[src/rtl/regfile_alu_seq_if.sv]
// Command/status bus between the switch/tick front end, the sequencer and the display read port.
interface regfile_alu_seq_if #(
  parameter int WIDTH = 4,
  parameter int SELW  = 4
);
  logic             tick;
  logic             cmd_req;
  logic [2:0]       cmd_op;
  logic [SELW-1:0]  src_a;
  logic [SELW-1:0]  src_b;
  logic [SELW-1:0]  dst;
  logic [SELW-1:0]  rd_sel;
  logic [WIDTH-1:0] rd_data;
  logic             busy;
  logic             done;
  logic             err;
  logic             carry;
  logic             zero;

  modport master (output tick, cmd_req, cmd_op, src_a, src_b, dst, rd_sel,
                  input  rd_data, busy, done, err, carry, zero);
  modport slave  (input  tick, cmd_req, cmd_op, src_a, src_b, dst, rd_sel,
                  output rd_data, busy, done, err, carry, zero);
endinterface

[src/rtl/regfile_alu_seq.sv]
// NREG x WIDTH register file with one shared ALU, driven by a debounced switch command
// through a fixed IDLE/FETCH/EXEC/WB sequence.
module regfile_alu_seq #(
  parameter int WIDTH = 4,
  parameter int NREG  = 4
) (
  input logic              clk,
  input logic              rst,
  regfile_alu_seq_if.slave bus
);
  localparam int SELW = 4;
  localparam logic [WIDTH:0] ONE = (WIDTH+1)'(1);

  typedef enum logic [1:0] {IDLE, FETCH, EXEC, WB} state_t;
  typedef enum logic [2:0] {OP_INC, OP_DEC, OP_ADD, OP_SUB, OP_AND, OP_OR, OP_MOV, OP_CLR} op_t;
  typedef struct packed {
    logic [2:0]      op;
    logic [SELW-1:0] a;
    logic [SELW-1:0] b;
    logic [SELW-1:0] d;
  } cmd_t;

  state_t                     state, state_n;
  cmd_t                       cmd;
  logic [NREG-1:0][WIDTH-1:0] regs;
  logic [WIDTH-1:0]           op_a, op_b, res_q;
  logic                       carry_h, carry_r, zero_r;
  logic                       s0, armed, go, dst_ok;
  logic [WIDTH:0]             alu_w;
  logic                       alu_c;

  function automatic logic [WIDTH-1:0] rd_reg(input logic [NREG-1:0][WIDTH-1:0] r,
                                              input logic [SELW-1:0] sel);
    rd_reg = '0;
    for (int i = 0; i < NREG; i++)
      if (sel == SELW'(i)) rd_reg = r[i];
  endfunction

  // After the shift the newest sample is cmd_req and the older one is today's s0,
  // so the second-high tick fires without waiting for another tick.
  assign go     = bus.tick & bus.cmd_req & s0 & armed;
  assign dst_ok = {1'b0, cmd.d} < (SELW+1)'(NREG);

  always_ff @(posedge clk) begin
    if (!rst) begin
      s0    <= 1'b0;
      armed <= 1'b0;
    end else if (bus.tick) begin
      s0 <= bus.cmd_req;
      if (!bus.cmd_req && !s0) armed <= 1'b1;
      else if (go)             armed <= 1'b0;
    end
  end

  always_ff @(posedge clk) begin
    if (!rst) state <= IDLE;
    else      state <= state_n;
  end

  always_comb begin
    state_n  = state;
    bus.busy = 1'b0;
    bus.done = 1'b0;
    bus.err  = 1'b0;
    unique case (state)
      IDLE:  if (go) state_n = FETCH;
      FETCH: begin state_n = EXEC; bus.busy = 1'b1; end
      EXEC:  begin state_n = WB;   bus.busy = 1'b1; end
      WB: begin
        state_n  = IDLE;
        bus.busy = 1'b1;
        bus.done = 1'b1;
        bus.err  = !dst_ok;
      end
    endcase
  end

  always_comb begin
    alu_w = '0;
    alu_c = carry_r;
    unique case (op_t'(cmd.op))
      OP_INC: begin alu_w = {1'b0, op_a} + ONE;         alu_c = alu_w[WIDTH]; end
      OP_DEC: begin alu_w = {1'b0, op_a} - ONE;         alu_c = alu_w[WIDTH]; end
      OP_ADD: begin alu_w = {1'b0, op_a} + {1'b0, op_b}; alu_c = alu_w[WIDTH]; end
      OP_SUB: begin alu_w = {1'b0, op_a} - {1'b0, op_b}; alu_c = alu_w[WIDTH]; end
      OP_AND: begin alu_w = {1'b0, op_a & op_b};         alu_c = 1'b0; end
      OP_OR:  begin alu_w = {1'b0, op_a | op_b};         alu_c = 1'b0; end
      OP_MOV: alu_w = {1'b0, op_a};
      OP_CLR: alu_w = '0;
    endcase
  end

  always_ff @(posedge clk) begin
    if (!rst) begin
      regs    <= '0;
      cmd     <= '0;
      op_a    <= '0;
      op_b    <= '0;
      res_q   <= '0;
      carry_h <= 1'b0;
      carry_r <= 1'b0;
      zero_r  <= 1'b0;
    end else begin
      unique case (state)
        IDLE: if (go) cmd <= '{op: bus.cmd_op, a: bus.src_a, b: bus.src_b, d: bus.dst};
        FETCH: begin
          op_a <= rd_reg(regs, cmd.a);
          op_b <= rd_reg(regs, cmd.b);
        end
        EXEC: begin
          res_q   <= alu_w[WIDTH-1:0];
          carry_h <= alu_c;
        end
        WB: begin
          // Flags update even when an out-of-range dst suppresses the write.
          for (int i = 0; i < NREG; i++)
            if (cmd.d == SELW'(i)) regs[i] <= res_q;
          carry_r <= carry_h;
          zero_r  <= (res_q == '0);
        end
      endcase
    end
  end

  assign bus.rd_data = rd_reg(regs, bus.rd_sel);
  assign bus.carry   = carry_r;
  assign bus.zero    = zero_r;
endmodule

[src/flat_wrapper.sv]
// flat-port wrapper written by rule: the top's interface ports become plain ports
module regfile_alu_seq_flat 
#(
  parameter int WIDTH = 4,
  parameter int NREG  = 4
)
  (clk, rst, bus_tick, bus_cmd_req, bus_cmd_op, bus_src_a, bus_src_b, bus_dst, bus_rd_sel, bus_rd_data, bus_busy, bus_done, bus_err, bus_carry, bus_zero);
  regfile_alu_seq_if #(.WIDTH(WIDTH)) bus_i ();
  input logic clk;
  input logic rst;
  input wire logic [$bits(bus_i.tick)-1:0] bus_tick;
  input wire logic [$bits(bus_i.cmd_req)-1:0] bus_cmd_req;
  input wire logic [$bits(bus_i.cmd_op)-1:0] bus_cmd_op;
  input wire logic [$bits(bus_i.src_a)-1:0] bus_src_a;
  input wire logic [$bits(bus_i.src_b)-1:0] bus_src_b;
  input wire logic [$bits(bus_i.dst)-1:0] bus_dst;
  input wire logic [$bits(bus_i.rd_sel)-1:0] bus_rd_sel;
  output wire logic [$bits(bus_i.rd_data)-1:0] bus_rd_data;
  output wire logic [$bits(bus_i.busy)-1:0] bus_busy;
  output wire logic [$bits(bus_i.done)-1:0] bus_done;
  output wire logic [$bits(bus_i.err)-1:0] bus_err;
  output wire logic [$bits(bus_i.carry)-1:0] bus_carry;
  output wire logic [$bits(bus_i.zero)-1:0] bus_zero;
  assign bus_i.tick = bus_tick;
  assign bus_i.cmd_req = bus_cmd_req;
  assign bus_i.cmd_op = bus_cmd_op;
  assign bus_i.src_a = bus_src_a;
  assign bus_i.src_b = bus_src_b;
  assign bus_i.dst = bus_dst;
  assign bus_i.rd_sel = bus_rd_sel;
  assign bus_rd_data = bus_i.rd_data;
  assign bus_busy = bus_i.busy;
  assign bus_done = bus_i.done;
  assign bus_err = bus_i.err;
  assign bus_carry = bus_i.carry;
  assign bus_zero = bus_i.zero;
  regfile_alu_seq #(.WIDTH(WIDTH), .NREG(NREG)) u_core (.clk(clk), .rst(rst), .bus(bus_i));
endmodule
[config.mk]
export PLATFORM = sky130hd
export DESIGN_NAME = regfile_alu_seq_flat
export DESIGN_NICKNAME = d
export VERILOG_FILES = /design/src/rtl/regfile_alu_seq_if.sv /design/src/rtl/regfile_alu_seq.sv /design/src/flat_wrapper.sv
export SDC_FILE = /design/constraint.sdc
export NUM_CORES = 1
export LEC_CHECK = 0
export ABC_CLOCK_PERIOD_IN_PS = 1650
export BUFFER_PORTS_ARGS = -buffer_cell sky130_fd_sc_hd__buf_2
export CORE_MARGIN = 1.5
export CORE_UTILIZATION = 53
export CTS_CLUSTER_SIZE = 8
export DETAILED_ROUTE_END_ITERATION = 6
export GPL_ROUTABILITY_DRIVEN = 0
export PLACE_DENSITY_LB_ADDON = 0.05
export SLEW_MARGIN = 20
export SYNTH_ARGS = -nofsm -noshare
export SYNTH_HDL_FRONTEND = slang
export SYNTH_SLANG_ARGS = --single-unit
[constraint.sdc]
create_clock -name clk -period 1.65 [get_ports clk]
set_input_delay 0 -clock clk [delete_from_list [all_inputs] [get_ports clk]]
set_output_delay 0 -clock clk [all_outputs]
set_load 0.02 [all_outputs]
==> results.sh <==
export IMPL_vias=2650
export IMPL_synth_compound_area_share_pct=18.1
export IMPL_wl_per_cell_microns=15.2
export IMPL_ys_ff_latch=50
export IMPL_fin_hold_ws_ps=26.8
export IMPL_clkTransAtPathRegs_ps=90
export IMPL_first_pass_iters=4
export IMPL_synthTopCellsByArea="dfxtp_1 (33%), mux2i_1 (10%), ha_1 (7.9%)"
export IMPL_async_flop_share_pct=0
export IMPL_min_to="u_core.s0"
export IMPL_die_area_sq_um=6130
export IMPL_drive_gt1_share_pct=27.2
export IMPL_timing_rr_start="u_core.op_b[0]"
export IMPL_violations="negative setup slack"
export IMPL_synth_area_mux_share_pct=13.7
export IMPL_register_area_sq_um=1010
export IMPL_min_period_over_period_pct=103
export IMPL_tightest_slew_ps=544
export IMPL_synth_xor_area_share_pct=1.46
export IMPL_irDropWorstVdd_uv=726
export IMPL_ant_nets=0
export IMPL_cts_tree="built"
export IMPL_hp_start="bus_cmd_req"
export IMPL_dp_hpwl_microns=5220
export IMPL_synth_simple_gate_area_share_pct=19.0
export IMPL_power_density_nw_per_um2=989
export IMPL_status="finished with violations"
export IMPL_crit_chain="ha_2 > fa_2 > nor2_2 > a21oi_2 > xnor2_1 > a211o_1 > a31oi_1"
export IMPL_multi_input_area_sq_um=1940
export IMPL_antenna_found_initial=0
export IMPL_synth_most_common_cell="dfxtp_1"
export IMPL_htreeDepth=2
export IMPL_setup_viol=1
export IMPL_cpPeakStageDelay_ps=370
export IMPL_hp_class="in2reg"
export IMPL_rows=27
export IMPL_hold_violations=0
export IMPL_vias_per_cell=5.56
export IMPL_period_needed_ps=1690
export IMPL_fmax_mhz=590
export IMPL_place_area_sq_um=3380
export IMPL_critPathKind="reg2reg"
export IMPL_cap_violations=0
export IMPL_initial_utilization_pct=54.9
export IMPL_setup_tns_ps=-44.5
export IMPL_cp_data_required_time_ps=1890
export IMPL_synth_top_family_by_area="simple AND/OR/NAND/NOR gates"
export IMPL_drt_iter0_markers=178
export IMPL_ys_warn_count=0
export IMPL_grt_pass1_wl_microns=12100
export IMPL_netlist_instances=337
export IMPL_clock_skew_ps=3.63
export IMPL_drcViolationCount=0
export IMPL_ys_flop_type="dfxtp_1"
export IMPL_core_area_sq_um=5470
export IMPL_root_buffer="clkbuf_8"
export IMPL_ios=32
export IMPL_cts_inserted_buffers=5
export IMPL_cts_sinks=50
export IMPL_fin_util_pct=68.9
export IMPL_yosys_top_cells_count="dfxtp_1 (50), nand2_1 (40), mux2i_1 (31), o21ai_0 (27), nor2b_1 (20)"
export IMPL_yosys_area_share_adder_pct=9.25
export IMPL_finalMaxSlewViolations=0
export IMPL_setup_ws_ps=-44.5
export IMPL_synth_largest_area_cell="dfxtp_1"
export IMPL_syn_avg_cell_area_sq_um=8.91
export IMPL_yosysSeqAreaShare_pct=33.3
export IMPL_synth_edff_count=0
export IMPL_rsz0062_at_grt="yes"
export IMPL_clock_latency_ps=310
export IMPL_relSlewSlack_pct=63.2
export IMPL_wl_microns=7250
export IMPL_syn2layout_area_growth_pct=25.5
export IMPL_final_area_sq_um=3770
export IMPL_synth_area_sq_um=3000
export IMPL_post_place_ws_ps=-106
export IMPL_cp_data_arrival_time_ps=1940
export IMPL_crit_fanout=3
export IMPL_layout_nets=448
export IMPL_p_leak_nw=1.47
export IMPL_antennaDiodeCount=0
export IMPL_r2r_end="u_core.res_q[2]"
export IMPL_setup_worst_path_end_class="flop"
export IMPL_grt_max_degree=29
export IMPL_cp_slowest_cell="fa_2"
export IMPL_syn_num_nets=381
export IMPL_die_h_microns=78.3
export IMPL_synth_top_area_share_pct=33.3
export IMPL_grt_ovfl_total=0
export IMPL_grt_usage_pct=25.3
export IMPL_ys_types=50
export IMPL_cts_buffer_depth=2
export IMPL_port_buffers=31
export IMPL_reg2reg_slack_ps=-40
export IMPL_die_x_microns=78.3
export IMPL_reg2reg_depth=7
export IMPL_n_fill_cell=474
export IMPL_grt_pass1_vias=2615
export IMPL_min_path_cells=3
export IMPL_worst_setup_path_start_kind="flop"
[per-layer routing]
metal	global-route usage, %	part of all wire [%]	up-vias	wire (microns)
met1	33.4	47	1252	3430
met3	3.95	4.3	5	309
met5	0	0	-	0
li1	-	-	1325	-
met4	8.04	1.0	0	76
met2	42.3	47	68	3430
[power breakdown]
part           switching (mW)  internal (mW)  leakage, nW  total [mW]
clock                   0.434          0.385       0.0544       0.819
sequential              0.116           1.32        0.407        1.44
combinational           0.753          0.722         1.01        1.47
[cells in the final DEF (no fill, tap or decap), drive strengths merged, types with 16 or more instances in the layout]
cell type / instances
a21boi: 16
buf: 61
dfxtp: 50
dlygate4sd3: 16
ha: 19
inv: 19
mux2i: 31
nand2: 40
nor2: 18
nor2b: 20
o21ai: 27
[critical path: cells and delay by family (launching register included)]
kind                       cells  cell delay [ps]
adders and majority gates      2              560
DFF                            1              360
and+or+nand+nor                1              110
AOI/OAI and AO/OA              3              470
xor gates and xnor gates       1              130
[through the flow]
stage / total power [mW] / cells
2_1_floorplan: 2.27 / 337
3_3_place_gp: 2.70 / 449
3_5_place_dp: 2.72 / 449
4_1_cts: 3.60 / 475
5_1_grt: 3.98 / 477
6_report: 3.73 / 477
[repair_timing]
item                                    4_1_cts  5_1_grt
hold buffers                                 16        0
endpoints found under the setup margin       12       27
gates resized for setup                      13       20
pin swaps                                     3        9
endpoints found under the hold margin        16        0
gates cloned                                  0        0
buffers inserted                              2        2
[how the worst max path moves through the flow]
| stage | to | slack [ps] | start | cells past startpoint |
|---|---|---|---|---|
| 3_3_place_gp | u_core.res_q[2] | -90 | u_core.op_b[0] | 7 |
| 4_1_cts | u_core.res_q[2] | -20 | u_core.op_a[0] | 8 |
| 3_5_place_dp | u_core.res_q[2] | -110 | u_core.op_b[0] | 7 |
| 2_1_floorplan | u_core.res_q[2] | -30 | u_core.op_a[0] | 8 |
| 6_report | u_core.res_q[2] | -40 | u_core.op_b[0] | 7 |
| 5_1_grt | u_core.res_q[2] | -140 | u_core.op_b[0] | 7 |
[logic make-up after synthesis]
group                    Yosys count
buffers and inverters             36
adder cells (fa/ha/maj)           21
XOR/XNOR                           5
AND/OR/NAND/NOR                  107
multiplexers                      36
flip-flops                        50
AO/OA/AOI/OAI                     82
[cell type report]
cell class	instances	area share [%]
Timing Repair Buffer	77	14.7
Tap cell	72	2.39
Inverter	19	1.96
Multi-Input combinational cell	251	51.3
Clock inverter	1	0.232
Sequential cell	50	26.9
Clock buffer	7	2.56
[registers in the layout, summed over array words and instances, names as in the netlist, 2 cells and up]
name / flops
u_core.regs: 16
u_core.cmd: 15
u_core.op_a: 4
u_core.op_b: 4
u_core.res_q: 4
u_core.state: 2
Note: power is estimated with default switching activity, not from simulation.
